**config.mk**
```make
export PLATFORM = sky130hd
export DESIGN_NAME = fir_stream_ctrl
export DESIGN_NICKNAME = d
export VERILOG_FILES = /design/src/rtl/fir_stream_ctrl.sv
export SDC_FILE = /design/constraint.sdc
export NUM_CORES = 1
export LEC_CHECK = 0
export ABC_AREA = 1
export BUFFER_PORTS_ARGS = -buffer_cell sky130_fd_sc_hd__buf_2
export CAP_MARGIN = 40
export CORE_MARGIN = 2
export CORE_UTILIZATION = 60
export DETAILED_ROUTE_END_ITERATION = 8
export GPL_ROUTABILITY_DRIVEN = 0
export PLACE_DENSITY = 0.83
export REMOVE_ABC_BUFFERS = 1
export SLEW_MARGIN = 20
export SYNTH_ARGS = -nofsm -noshare
export SYNTH_HDL_FRONTEND = slang
export SYNTH_SLANG_ARGS = --single-unit
```
**constraint.sdc**
```tcl
create_clock -name clk -period 4.4 [get_ports clk]
set_input_delay 1.32 -clock clk [delete_from_list [all_inputs] [get_ports clk]]
set_output_delay 1.32 -clock clk [all_outputs]
set_load 0.02 [all_outputs]
```
**src/rtl/fir_stream_ctrl.sv**
```systemverilog
// Stream sequencer between the decimator front-end and the 8-tap fir_filter:
// strobes samples in, drops stale start-up outputs, decimates, and queues results.
module fir_stream_ctrl #(
  parameter int unsigned DW         = 16,
  parameter int unsigned TAPS       = 8,
  parameter int unsigned DECIM_W    = 8,
  parameter int unsigned FIFO_DEPTH = 4
) (
  input  logic               clk,
  input  logic               rst_n,
  input  logic               enable,
  input  logic [DECIM_W-1:0] decim_ratio,
  input  logic               s_valid,
  output logic               s_ready,
  input  logic [DW-1:0]      s_data,
  output logic               fir_valid_in,
  output logic [DW-1:0]      fir_din,
  input  logic               fir_valid_out,
  input  logic [DW-1:0]      fir_dout,
  output logic               m_valid,
  input  logic               m_ready,
  output logic [DW-1:0]      m_data,
  output logic               busy,
  output logic               overflow
);

  localparam int unsigned AW       = (FIFO_DEPTH > 1) ? $clog2(FIFO_DEPTH) : 1;
  localparam int unsigned CW       = $clog2(FIFO_DEPTH + 1);
  localparam int unsigned PW       = $clog2(TAPS + 1);
  localparam int unsigned ROOM_MAX = FIFO_DEPTH - 2;

  typedef enum logic [1:0] {IDLE, FILL, RUN, DRAIN} state_t;

  state_t             state, state_d;
  logic [CW-1:0]      fifo_count;
  logic [AW-1:0]      rd_ptr, wr_ptr;
  logic [DW-1:0]      mem [FIFO_DEPTH];
  logic [PW-1:0]      prime_cnt;
  logic [DECIM_W-1:0] phase, ratio_q, phase_inc;
  logic               inflight_q, drain_first, drain_from_run;
  logic               fill_rules, run_rules, room;
  logic               fwd, full, push_ok, pop, prime_last;
  logic [CW-1:0]      count_d, left_after_pop;
  logic [AW-1:0]      rd_nxt;

  assign room       = fifo_count <= CW'(ROOM_MAX);
  assign prime_last = prime_cnt == PW'(TAPS - 1);
  assign phase_inc  = phase + DECIM_W'(1);

  // State register
  always_ff @(posedge clk or negedge rst_n) begin
    if (!rst_n) state <= IDLE;
    else        state <= state_d;
  end

  // Next-state logic; DRAIN ignores enable until the pipeline and FIFO are empty
  always_comb begin
    state_d = state;
    case (state)
      IDLE:  if (enable) state_d = FILL;
      FILL: begin
        if (!enable)                          state_d = DRAIN;
        else if (fir_valid_out && prime_last) state_d = RUN;
      end
      RUN:   if (!enable) state_d = DRAIN;
      DRAIN: if (!inflight_q && fifo_count == '0) state_d = IDLE;
      default: state_d = IDLE;
    endcase
  end

  // Output decode: acceptance and which rule set applies to an arriving result
  always_comb begin
    s_ready    = 1'b0;
    fill_rules = 1'b0;
    run_rules  = 1'b0;
    case (state)
      FILL: begin
        s_ready    = enable & room;
        fill_rules = 1'b1;
      end
      RUN: begin
        s_ready   = enable & room;
        run_rules = 1'b1;
      end
      DRAIN:   run_rules = drain_first & drain_from_run;
      default: ;
    endcase
  end

  assign fir_valid_in = s_valid & s_ready;
  assign fir_din      = s_data;

  // Run control: ratio latch, priming count, decimation phase
  always_ff @(posedge clk or negedge rst_n) begin
    if (!rst_n) begin
      inflight_q     <= 1'b0;
      busy           <= 1'b0;
      drain_first    <= 1'b0;
      drain_from_run <= 1'b0;
      ratio_q        <= DECIM_W'(1);
      prime_cnt      <= '0;
      phase          <= '0;
    end else begin
      inflight_q  <= fir_valid_in;
      busy        <= state_d != IDLE;
      drain_first <= (state != DRAIN) && (state_d == DRAIN);
      if (state != DRAIN && state_d == DRAIN) drain_from_run <= state == RUN;
      if (state == IDLE) begin
        if (state_d == FILL) begin
          ratio_q   <= (decim_ratio == '0) ? DECIM_W'(1) : decim_ratio;
          prime_cnt <= '0;
          phase     <= '0;
        end
      end else begin
        if (fir_valid_out && fill_rules) prime_cnt <= prime_cnt + PW'(1);
        if (fir_valid_out && run_rules)  phase <= (phase_inc == ratio_q) ? '0 : phase_inc;
      end
    end
  end

  assign fwd            = fir_valid_out & run_rules & (phase == '0);
  assign full           = fifo_count == CW'(FIFO_DEPTH);
  assign push_ok        = fwd & ~full;
  assign pop            = m_valid & m_ready;
  assign count_d        = fifo_count + CW'(push_ok) - CW'(pop);
  assign left_after_pop = fifo_count - CW'(pop);
  assign rd_nxt         = rd_ptr + AW'(pop);

  // FIFO storage
  always_ff @(posedge clk) begin
    if (push_ok) mem[wr_ptr] <= fir_dout;
  end

  // FIFO control; m_data tracks the head so the first word falls through
  always_ff @(posedge clk or negedge rst_n) begin
    if (!rst_n) begin
      fifo_count <= '0;
      rd_ptr     <= '0;
      wr_ptr     <= '0;
      m_valid    <= 1'b0;
      m_data     <= '0;
      overflow   <= 1'b0;
    end else begin
      fifo_count <= count_d;
      rd_ptr     <= rd_nxt;
      if (push_ok) wr_ptr <= wr_ptr + AW'(1);
      m_valid  <= count_d != '0;
      overflow <= overflow | (fwd & full);
      if (left_after_pop != '0) m_data <= mem[rd_nxt];
      else if (push_ok)         m_data <= fir_dout;
    end
  end

endmodule

```
## After elaboration in Yosys (flattened, before gate mapping)

Memories as Yosys holds them, arrays and structs flattened.
Cells that the tools add are included.

| storage, ports and cells | value |
|---|---|
| bits of input ports | 46 |
| memory bits (writable) | 64 |
| register bits after elaboration | 51 |
| logic and storage cells | 84 |
| memory bits (read-only) | 0 |
| bits in latches | 0 |
| memories | 1 |

Memory list:

| name | words | width | rd ports | clocked after Yosys merged registers in | write ports | RTL line | RTL |
|---|---|---|---|---|---|---|---|
| mem | 4 | 16 | 1 | 0 | 1 | 37 | `logic [DW-1:0] mem [FIFO_DEPTH];` |

| operators by class | value |
|---|---|
| equality and inequality tests | 10 |
| divide/modulo/power cells | 0 |
| $lt $le $gt $ge | 1 |
| add/sub/neg operators | 7 |
| bitwise operators | 10 |
| mux-type cells | 21 |
| multipliers | 0 |
| shift-type cells | 0 |
| reductions and logical operators | 20 |

Operators by type and width:

| cell | count |
|---|---|
| two-way mux 8 bit | 5 |
| two-way mux 16 bit | 2 |
| zero test 8 bit | 2 |
| two-way mux 4 bit | 3 |
| two-way mux 2 bit | 5 |
| adder 8 x 1 -> 8 bit, second input constant | 1 |
| AND 1 bit | 8 |
| equality test 8 bit | 1 |
| one-hot mux 2 bit (4 select lines) | 1 |
| nonzero test 2 bit | 4 |
| equality test 2 bit, second input constant | 3 |
| AND reduction 2 bit | 3 |
| nonzero test 3 bit | 2 |
| subtractor 3 x 1 -> 3 bit | 2 |
| logical AND 1 bit | 5 |
| adder 4 x 1 -> 4 bit, second input constant | 1 |
| equality test 2 x 1 -> 1 bit, second input constant | 2 |
| equality test 4 x 3 -> 1 bit, second input constant | 1 |
| two-way mux 1 bit | 4 |
| adder 3 x 1 -> 3 bit | 1 |
| equality test 3 bit, second input constant | 1 |
| less-or-equal comparator 3 x 2 -> 1 bit, second input constant | 1 |
| zero test 3 bit | 1 |
| adder 2 x 1 -> 2 bit | 1 |
| other kinds (9) | 9 |

## Longest topological paths before layout

Gate-level depths: netlist of the first run.

| logic depth | value |
|---|---|
| depth after elaboration | 8 |
| gate-level depth with buffers | 12 |

## Least setup slack after synthesis of the first run

No wires, ideal clock.

| timing path | value |
|---|---|
| path type | input-to-output |
| start point | input port enable |
| end point | output port fir_valid_in |
| stages on the path | 2 |
| arrival | 1.951 ns |
| path buffers | 0 |
| path slack | 1.129 ns |
| required time | 3.080 ns |
| cell sequence | nand2_1 nor3b_1 |

| between the ends | value |
|---|---|
| cells in the longest elaborated chain, start to end | 3 |

Ends and longest elaborated chain:

| what | RTL line | RTL |
|---|---|---|
| from (decl) | 11 | `input logic enable,` |
| AND 1 bit | 78, 82 |  |
| two-way mux 1 bit | n/a |  |
| AND 1 bit | 90 | `assign fir_valid_in = s_valid & s_ready;` |
| to (decl) | 16 | `output logic fir_valid_in,` |

No other way between the ends.

## Final worst setup path of the first run

Same ends and word-level chain as after synthesis.

==> results of run 1 <==
## cell families after synthesis
logic type / Yosys count
buf+inv: 84
flops: 115
xor+xnor: 7
fa+ha+maj: 17
simple gates: 263
compound gates: 58
## through the flow
stage / area (um^2) / utilization / total power, mW / setup slack [ns] / cells
after floorplan: 5250 / - / 2.87 / 0.914 / 511
after global placement: 5720 / 0.653 / 3.31 / 1.14 / 679
after detailed placement: 5740 / 0.655 / 3.39 / 1.10 / 680
after CTS: 6320 / 0.722 / 4.77 / 1.14 / 712
after global routing: 6320 / 0.722 / 5.07 / 1.01 / 712
final: 6320 / 0.722 / 4.77 / 1.15 / 712
## report_power, final
group	switching, mW	leakage, nW	internal (mW)
registers	0.160	1.20	1.39
logic	1.21	1.31	0.670
clock network	0.522	0.281	0.819
total	1.90	2.78	2.88
## critical path, delay by kind of cell
family	cells	cell delay (ns)
buf+inv	2	0.31
simple gates	2	0.31
## placed cells by master (no fill, tap or decap), types with 2 or more instances in the layout
cell	count
nor3_1	4
buf_4	10
a31oi_1	2
edfxtp_1	64
o21bai_1	15
clkinvlp_4	2
clkbuf_16	16
buf_2	50
o211ai_1	2
inv_1	48
inv_2	2
nand2_2	2
nand4_1	4
nand3_1	54
ha_1	16
a21oi_1	18
inv_6	8
nor2_1	35
o21ai_0	11
o21ai_1	7
nand3_2	6
nand3b_1	18
bufinv_16	2
xor2_1	2
nand2_1	132
dfrtp_1	50
clkinv_4	2
xnor2_1	3
## final cells by class
| cell class | count | share of cell area |
|---|---|---|
| clock buffer | 17 | 0.0655 |
| clock inverter | 15 | 0.0265 |
| inverter | 51 | 0.0303 |
| multi-input combinational | 345 | 0.296 |
| sequential | 115 | 0.506 |
| tap | 108 | 0.0214 |
| timing repair buffer | 61 | 0.0546 |
## routing by layer
metal / GRT usage / part of all wire
met1: 0.326 / 0.43
met2: 0.401 / 0.48
met3: 0.0752 / 0.073
met4: 0.0991 / 0.018
met5: 0 / 0
## state kept, by name (all words and copies together) (netlist names), 2 cells and up
name	flops
fifo_count	3
m_data	16
mem	64
phase	8
prime_cnt	4
ratio_q	8
rd_ptr	2
state	2
wr_ptr	2
## final timing paths
kind                            depth (start not counted)           end
max in group asynchronous                               2    ratio_q[0]
worst min register to register                          2    ratio_q[0]
min in group asynchronous                               1  prime_cnt[1]
worst min-delay path                                    2    ratio_q[0]
worst max register to register                         10       m_valid
worst max-delay path                                    4  fir_valid_in
==> summary.txt, run 1 <==
Status
  • Status: finished, final reports clean

Synth
  • Synth Area in XOR/XNOR: 0.0112
  • Synth unique cells: 39
  • Synth Area in Adders: 0.0404
  • #FFs+latches synth: approximately 120
  • Area contributors post-synth: edfxtp_1, dfrtp_1, nand2_1
  • Ys flop type: edfxtp_1
  • Post-synth EDFFs: between 60 and 70
  • Combinational family with the most area after synthesis: simple AND/OR/NAND/NOR gates
  • Most frequent cell after synthesis: nand2_1
  • Post-synthesis mux area share: 0
  • Synth Area in Compound Gates: 0.0638
  • Asr flop ratio synth: 0.443
  • YS warnings: 0
  • Syn avg cell area: about 10 um^2
  • Synth Cell Area: around 5500 um^2
  • Area leader, netlist: edfxtp_1
  • Sequential-to-total area share from yosys stat: 0.587
  • Synth cell count leaders: nand2_1, edfxtp_1, nand3_1
  • Synth Instances: ~540
  • Share of the synthesized area in the top cell type: 0.352
  • Synth Area in Simple Gates: 0.225

Floorplan
  • Die ar.: a little under 10000 um^2
  • Chip Width: ~99 um
  • Initial Utilization: 0.622
  • # rows: 34
  • Die Y-Extent: 99.3 um
  • I/O pins: slightly above 80
  • Core region area: slightly below 9000 um^2

Layout
  • Layout cells sized above 1: 0.185
  • FF+latch area: around 3200 um^2
  • Area delta synth->final: 16.0%
  • # fillers: 565
  • Nets: approximately 650
  • Ant diodes: 0
  • Multi-input gate area: about 1900 um^2

Critical path
  • Worst setup SP type: input pin
  • Critical path data required time: between 3 and 4 ns
  • Worst Setup End Kind: output pin
  • CP max FO: 3
  • Slowest stage delay, CP: roughly 0.24 ns
  • Cell Chain, Critical Path: buf_2, nand2_1, nor3b_1, buf_2
  • CP arrival: 1.93 ns
  • Reg2reg start: phase[0]
  • CP Class: input pin to output pin
  • Crit path launch: enable
  • Slowest-stage cell, CP: nor3b_1
  • CP dominant cell by count: buf_2
  • Internal reg-to-reg setup slack: 1.66 ns

STA
  • Final setup fails: 0
  • Actual slew at the worst max-slew pin: 0.765 ns
  • Setup TNS: 0 ns
  • Worst hold slack: 0.484 ns
  • Clk_skew: approximately 0.0072 ns
  • Final min period: roughly 3.2 ns
  • Slew HR: 0.490
  • Fin crit share: 0.738
  • Final Max Slew Viols: 0
  • Final Hold Vio Count: 0
  • Unrepaired setup endpoints after global routing: false
  • Max Clock Freq: just over 300 MHz

Global routing
  • Largest net degree at the start of global routing: 33
  • GRT Util Overall: 0.251
  • Vias in the first global route: between 4000 and 5000
  • Congestion Overflow GR: 0
  • First-pass GRT wire length: ~19000 um
  • Initial antenna violation count: 0

Flow run
  • Max-Cap Viols: 0

Clock network
  • Latest clock arrival within the worst-skew pair: between 0.5 and 0.6 ns
  • Post-CTS setup buffers: 0
  • CTS sink cnt: 115
  • Resized cells post-CTS: 0
  • H-tree Lvls: 4
  • CTS Buf Count: 17
  • Max Root-Sink Buffers: 2
  • Root Buffer: clkbuf_8
  • TritonCTS clock tree: yes
  • CTS Hold Bufs: 0
  • Clock transition at path regs: roughly 0.060 ns

Place
  • Hpwl dp: about 7400 um
  • # port buffers: 50

Power and ir drop
  • Pleak: 2.78 nW
  • Power per cell area: about 750 nW/um^2
  • Max VDD drop: about 0.50 mV

Routing
  • Detailed Route WL: 11700 um
  • Drt via density: 5.69
  • First DRT Iteration DRCs: 347
  • DR DRC count: 0
  • Post-route ant nets: 0
  • Via count: 4050
  • Drt first pass iters: 5
  • Drt wl/cell: roughly 16 um

Hold path
  • HP Start: ratio_q[0]
  • Worst Hold Class: flop to flop
Note: power is estimated with default switching activity, not from simulation.
==> inputs of run 2 (changes only) <==
Settings changed: ABC_AREA 1 to 0, CORE_UTILIZATION 60 to 56, PLACE_DENSITY 0.83 to 0.78.
Clock period 4.4 ns to 3 ns, I/O delays scaled along.
==> summary.txt, run 2 <==
Critical path
  • Worst path bufs/invs: 3 (was 2)
  • Critical path's top delay family: adder cells (was buffers and inverters)
  • Cell Chain, Critical Path: inv_1, ha_1, nor4b_1, nand4_1, a21oi_2, inv_1, ha_1, inv_1, ha_1, fa_1, or3_1 (was buf_2, nand2_1, nor3b_1, buf_2)
  • Reg2reg start: phase[1] (was phase[0])
  • Reg2Reg Depth: 11 (was 10)
  • CP max FO: 5 (was 3)
  • Internal reg-to-reg setup slack: 0.23 ns (was 1.66 ns)
  • CP arrival: 3.16 ns (was 1.93 ns)
  • Slowest stage delay, CP: 0.46 ns (was 0.24 ns)
  • Worst setup SP type: flop (was input pin)
  • Critical path data required time: 3.39 ns (was 3.08 ns)
  • Slowest-stage cell, CP: fa_1 (was nor3b_1)
  • Worst Setup End Kind: flop (was output pin)
  • CP Class: flop to flop (was input pin to output pin)
  • FF-to-FF End: m_valid (unchanged)

Floorplan
  • Chip Width: 101 um (was 99.3 um)
  • Initial Utilization: 0.572 (was 0.622)
  • Die Y-Extent: 101 um (was 99.3 um)
  • Core region area: 9150 um^2 (was 8760 um^2)
  • I/O pins: 83 (unchanged)
  • # rows: 35 (was 34)
  • Die ar.: 10100 um^2 (was 9870 um^2)

Power and ir drop
  • Switching power: 2.26 mW (was 1.90 mW)
  • Max VDD drop: 0.612 mV (was 0.499 mV)
  • Combinational share of power: 0.354 (was 0.395)
  • Total power: 6.31 mW (was 4.77 mW)
  • Internal Pwr Total: 4.05 mW (was 2.88 mW)
  • Sequential share of power: 0.359 (was 0.324)
  • Clk pwr share: 0.287 (was 0.281)
  • Pleak: 2.44 nW (was 2.78 nW)
  • Sw Ratio: 0.358 (was 0.397)
  • Power per cell area: 1030 nW/um^2 (was 755 nW/um^2)

Synth
  • Syn avg cell area: 13.4 um^2 (was 10.0 um^2)
  • Synth unique cells: 54 (was 39)
  • Synth cell count leaders: edfxtp_1, dfrtp_1, nand2_1 (was nand2_1, edfxtp_1, nand3_1)
  • Area contributors post-synth: edfxtp_1, dfrtp_1, mux4_2 (was edfxtp_1, dfrtp_1, nand2_1)
  • Sequential-to-total area share from yosys stat: 0.611 (was 0.587)
  • Share of the synthesized area in the top cell type: 0.367 (was 0.352)
  • #FFs+latches synth: 115 (unchanged)
  • Most frequent cell after synthesis: edfxtp_1 (was nand2_1)
  • Area leader, netlist: edfxtp_1 (unchanged)
  • Ys flop type: edfxtp_1 (unchanged)
  • Synth Instances: 390 (was 544)
  • Post-synth EDFFs: 64 (unchanged)
  • Asr flop ratio synth: 0.443 (unchanged)
  • Synth Cell Area: 5240 um^2 (was 5450 um^2)
  • YS warnings: 0 (unchanged)

Hold path
  • Worst Hold Class: input pin to async pin (was flop to flop)

Global routing
  • Vias in the first global route: 3367 (was 4008)
  • Largest net degree at the start of global routing: 33 (unchanged)
  • GRT Util Overall: 0.225 (was 0.251)
  • Initial antenna violation count: 0 (unchanged)
  • First-pass GRT wire length: 17000 um (was 19000 um)
  • Congestion Overflow GR: 0 (unchanged)

Status
  • Status: finished, final reports clean (unchanged)

Routing
  • Detailed Route WL: 10500 um (was 11700 um)
  • Drt first pass iters: 5 (unchanged)
  • First DRT Iteration DRCs: 195 (was 347)
  • Post-route ant nets: 0 (unchanged)
  • DR DRC count: 0 (unchanged)
  • Drt via density: 5.81 (was 5.69)
  • Via count: 3268 (was 4050)
  • Drt wl/cell: 18.7 um (was 16.4 um)

Clock network
  • CTS Buf Count: 17 (unchanged)
  • H-tree Lvls: 4 (unchanged)
  • Post-CTS setup buffers: 0 (unchanged)
  • Clock transition at path regs: 0.06 ns (about the same)
  • Max Root-Sink Buffers: 2 (unchanged)
  • CTS Hold Bufs: 0 (unchanged)
  • TritonCTS clock tree: yes (unchanged)
  • Latest clock arrival within the worst-skew pair: 0.51 ns (was 0.52 ns)
  • Resized cells post-CTS: 0 (unchanged)
  • Root Buffer: clkbuf_8 (unchanged)
  • CTS sink cnt: 115 (unchanged)

STA
  • Fin crit share: 0.924
  • Final setup fails: 0 (unchanged)
  • Clk_skew: 0.00592 ns (was 0.00722 ns)
  • Actual slew at the worst max-slew pin: 0.719 ns (was 0.765 ns)
  • Final Max Slew Viols: 0 (unchanged)
  • Slew HR: 0.521 (was 0.490)
  • Unrepaired setup endpoints after global routing: false (unchanged)
  • Max Clock Freq: around 360 MHz
  • Final min period: ~2.8 ns
  • Setup TNS: 0 ns (unchanged)
  • Final Hold Vio Count: 0 (unchanged)

Layout
  • Top Registers: mem (64), m_data (16) (unchanged)
  • Most common cell after layout, fill and taps aside: edfxtp_1 (was nand2_1)
  • Most frequent cells in the layout: edfxtp_1, dfrtp_1, buf_2 (was nand2_1, edfxtp_1, nand3_1)
  • Layout cells sized above 1: 0.266 (was 0.185)
  • Largest Register: mem (unchanged)
  • Ant diodes: 0 (unchanged)
  • Area delta synth->final: 16.7% (was 16.0%)
  • Post-layout util: 0.667 (was 0.722)
  • Number of flip-flops under the largest register name: 64 (unchanged)
  • Nets: 501 (was 654)

Place
  • Hpwl dp: 6760 um (was 7400 um)
  • # port buffers: 50 (unchanged)

Flow run
  • Max-Cap Viols: 0 (unchanged)
==> run 2: cell count changes after synthesis, moves of 11 or more <==
cell	previous run	this run
inv_1	48	16
mux2i_1	0	16
mux4_2	0	16
nand2_1	132	47
nand3_1	54	8
nand3b_1	18	1
nor2_1	35	7
o21ai_0	11	24
o21bai_1	15	1
xnor2_1	4	15
==> run 2: cell type report <==
cell class	count	area [um^2]
clock buffers	18	418
clock inverters	14	121
fillers	631	3040
inverters	16	60.1
multi-input cells	224	1770
flip-flops and latches	115	3200
well taps	111	139
repair buffers	64	405
==> run 2: cells by family (layout without fill, tap and decap cells) <==
| kind of cell | after synthesis | after routing | synth area share |
|---|---|---|---|
| compound gates | 57 | 57 | 0.0717 |
| simple gates | 98 | 98 | 0.0896 |
| flops | 115 | 115 | 0.611 |
| fa+ha+maj | 17 | 17 | 0.0421 |
| buf+inv | 51 | 112 | 0.0516 |
| xor+xnor | 18 | 18 | 0.0301 |
| mux | 34 | 34 | 0.104 |
==> run 2: stage by stage <==
stage / cell area, um^2 / setup WS (ns) / hold slack, ns / instances
final: 6110 / 0.228 / 0.439 / 562
after global routing: 6110 / 0.00449 / 0.479 / 562
after CTS: 6110 / 0.241 / 0.463 / 562
after detailed placement: 5570 / 0.210 / 0.499 / 530
after global placement: 5570 / 0.227 / 0.479 / 530
after floorplan: 5020 / -0.360 / 0.460 / 355
==> run 2: power groups by stage <==
| stage | clock network, mW | registers (mW) | logic, mW |
|---|---|---|---|
| after floorplan | 0 | 2.40 | 1.42 |
| after global placement | 0 | 2.27 | 2.14 |
| after detailed placement | 0 | 2.29 | 2.23 |
| after CTS | 1.83 | 2.26 | 2.26 |
| after global routing | 1.90 | 2.31 | 2.49 |
| final | 1.81 | 2.26 | 2.24 |
==> run 2: worst max path at each step <==
| stage | slack [ns] | cells past startpoint | to | startpoint |
|---|---|---|---|---|
| after CTS | 0.24 | 11 | m_valid | phase[1] |
| after global routing | 0.004 | 12 | m_valid | phase[1] |
| final | 0.23 | 11 | m_valid | phase[1] |
| after global placement | 0.23 | 9 | m_valid | fir_valid_out |
| after detailed placement | 0.21 | 9 | m_valid | fir_valid_out |
| after floorplan | -0.36 | 9 | m_valid | fir_valid_out |
==> run 2: per-layer routing <==
layer  part of all wire  track usage  vias to the layer above
li1                   -            -                     1500
met1               0.43        0.296                     1640
met2               0.50        0.352                      115
met3              0.053       0.0659                       13
met4              0.017       0.0927                        0
met5                  0            0                        -
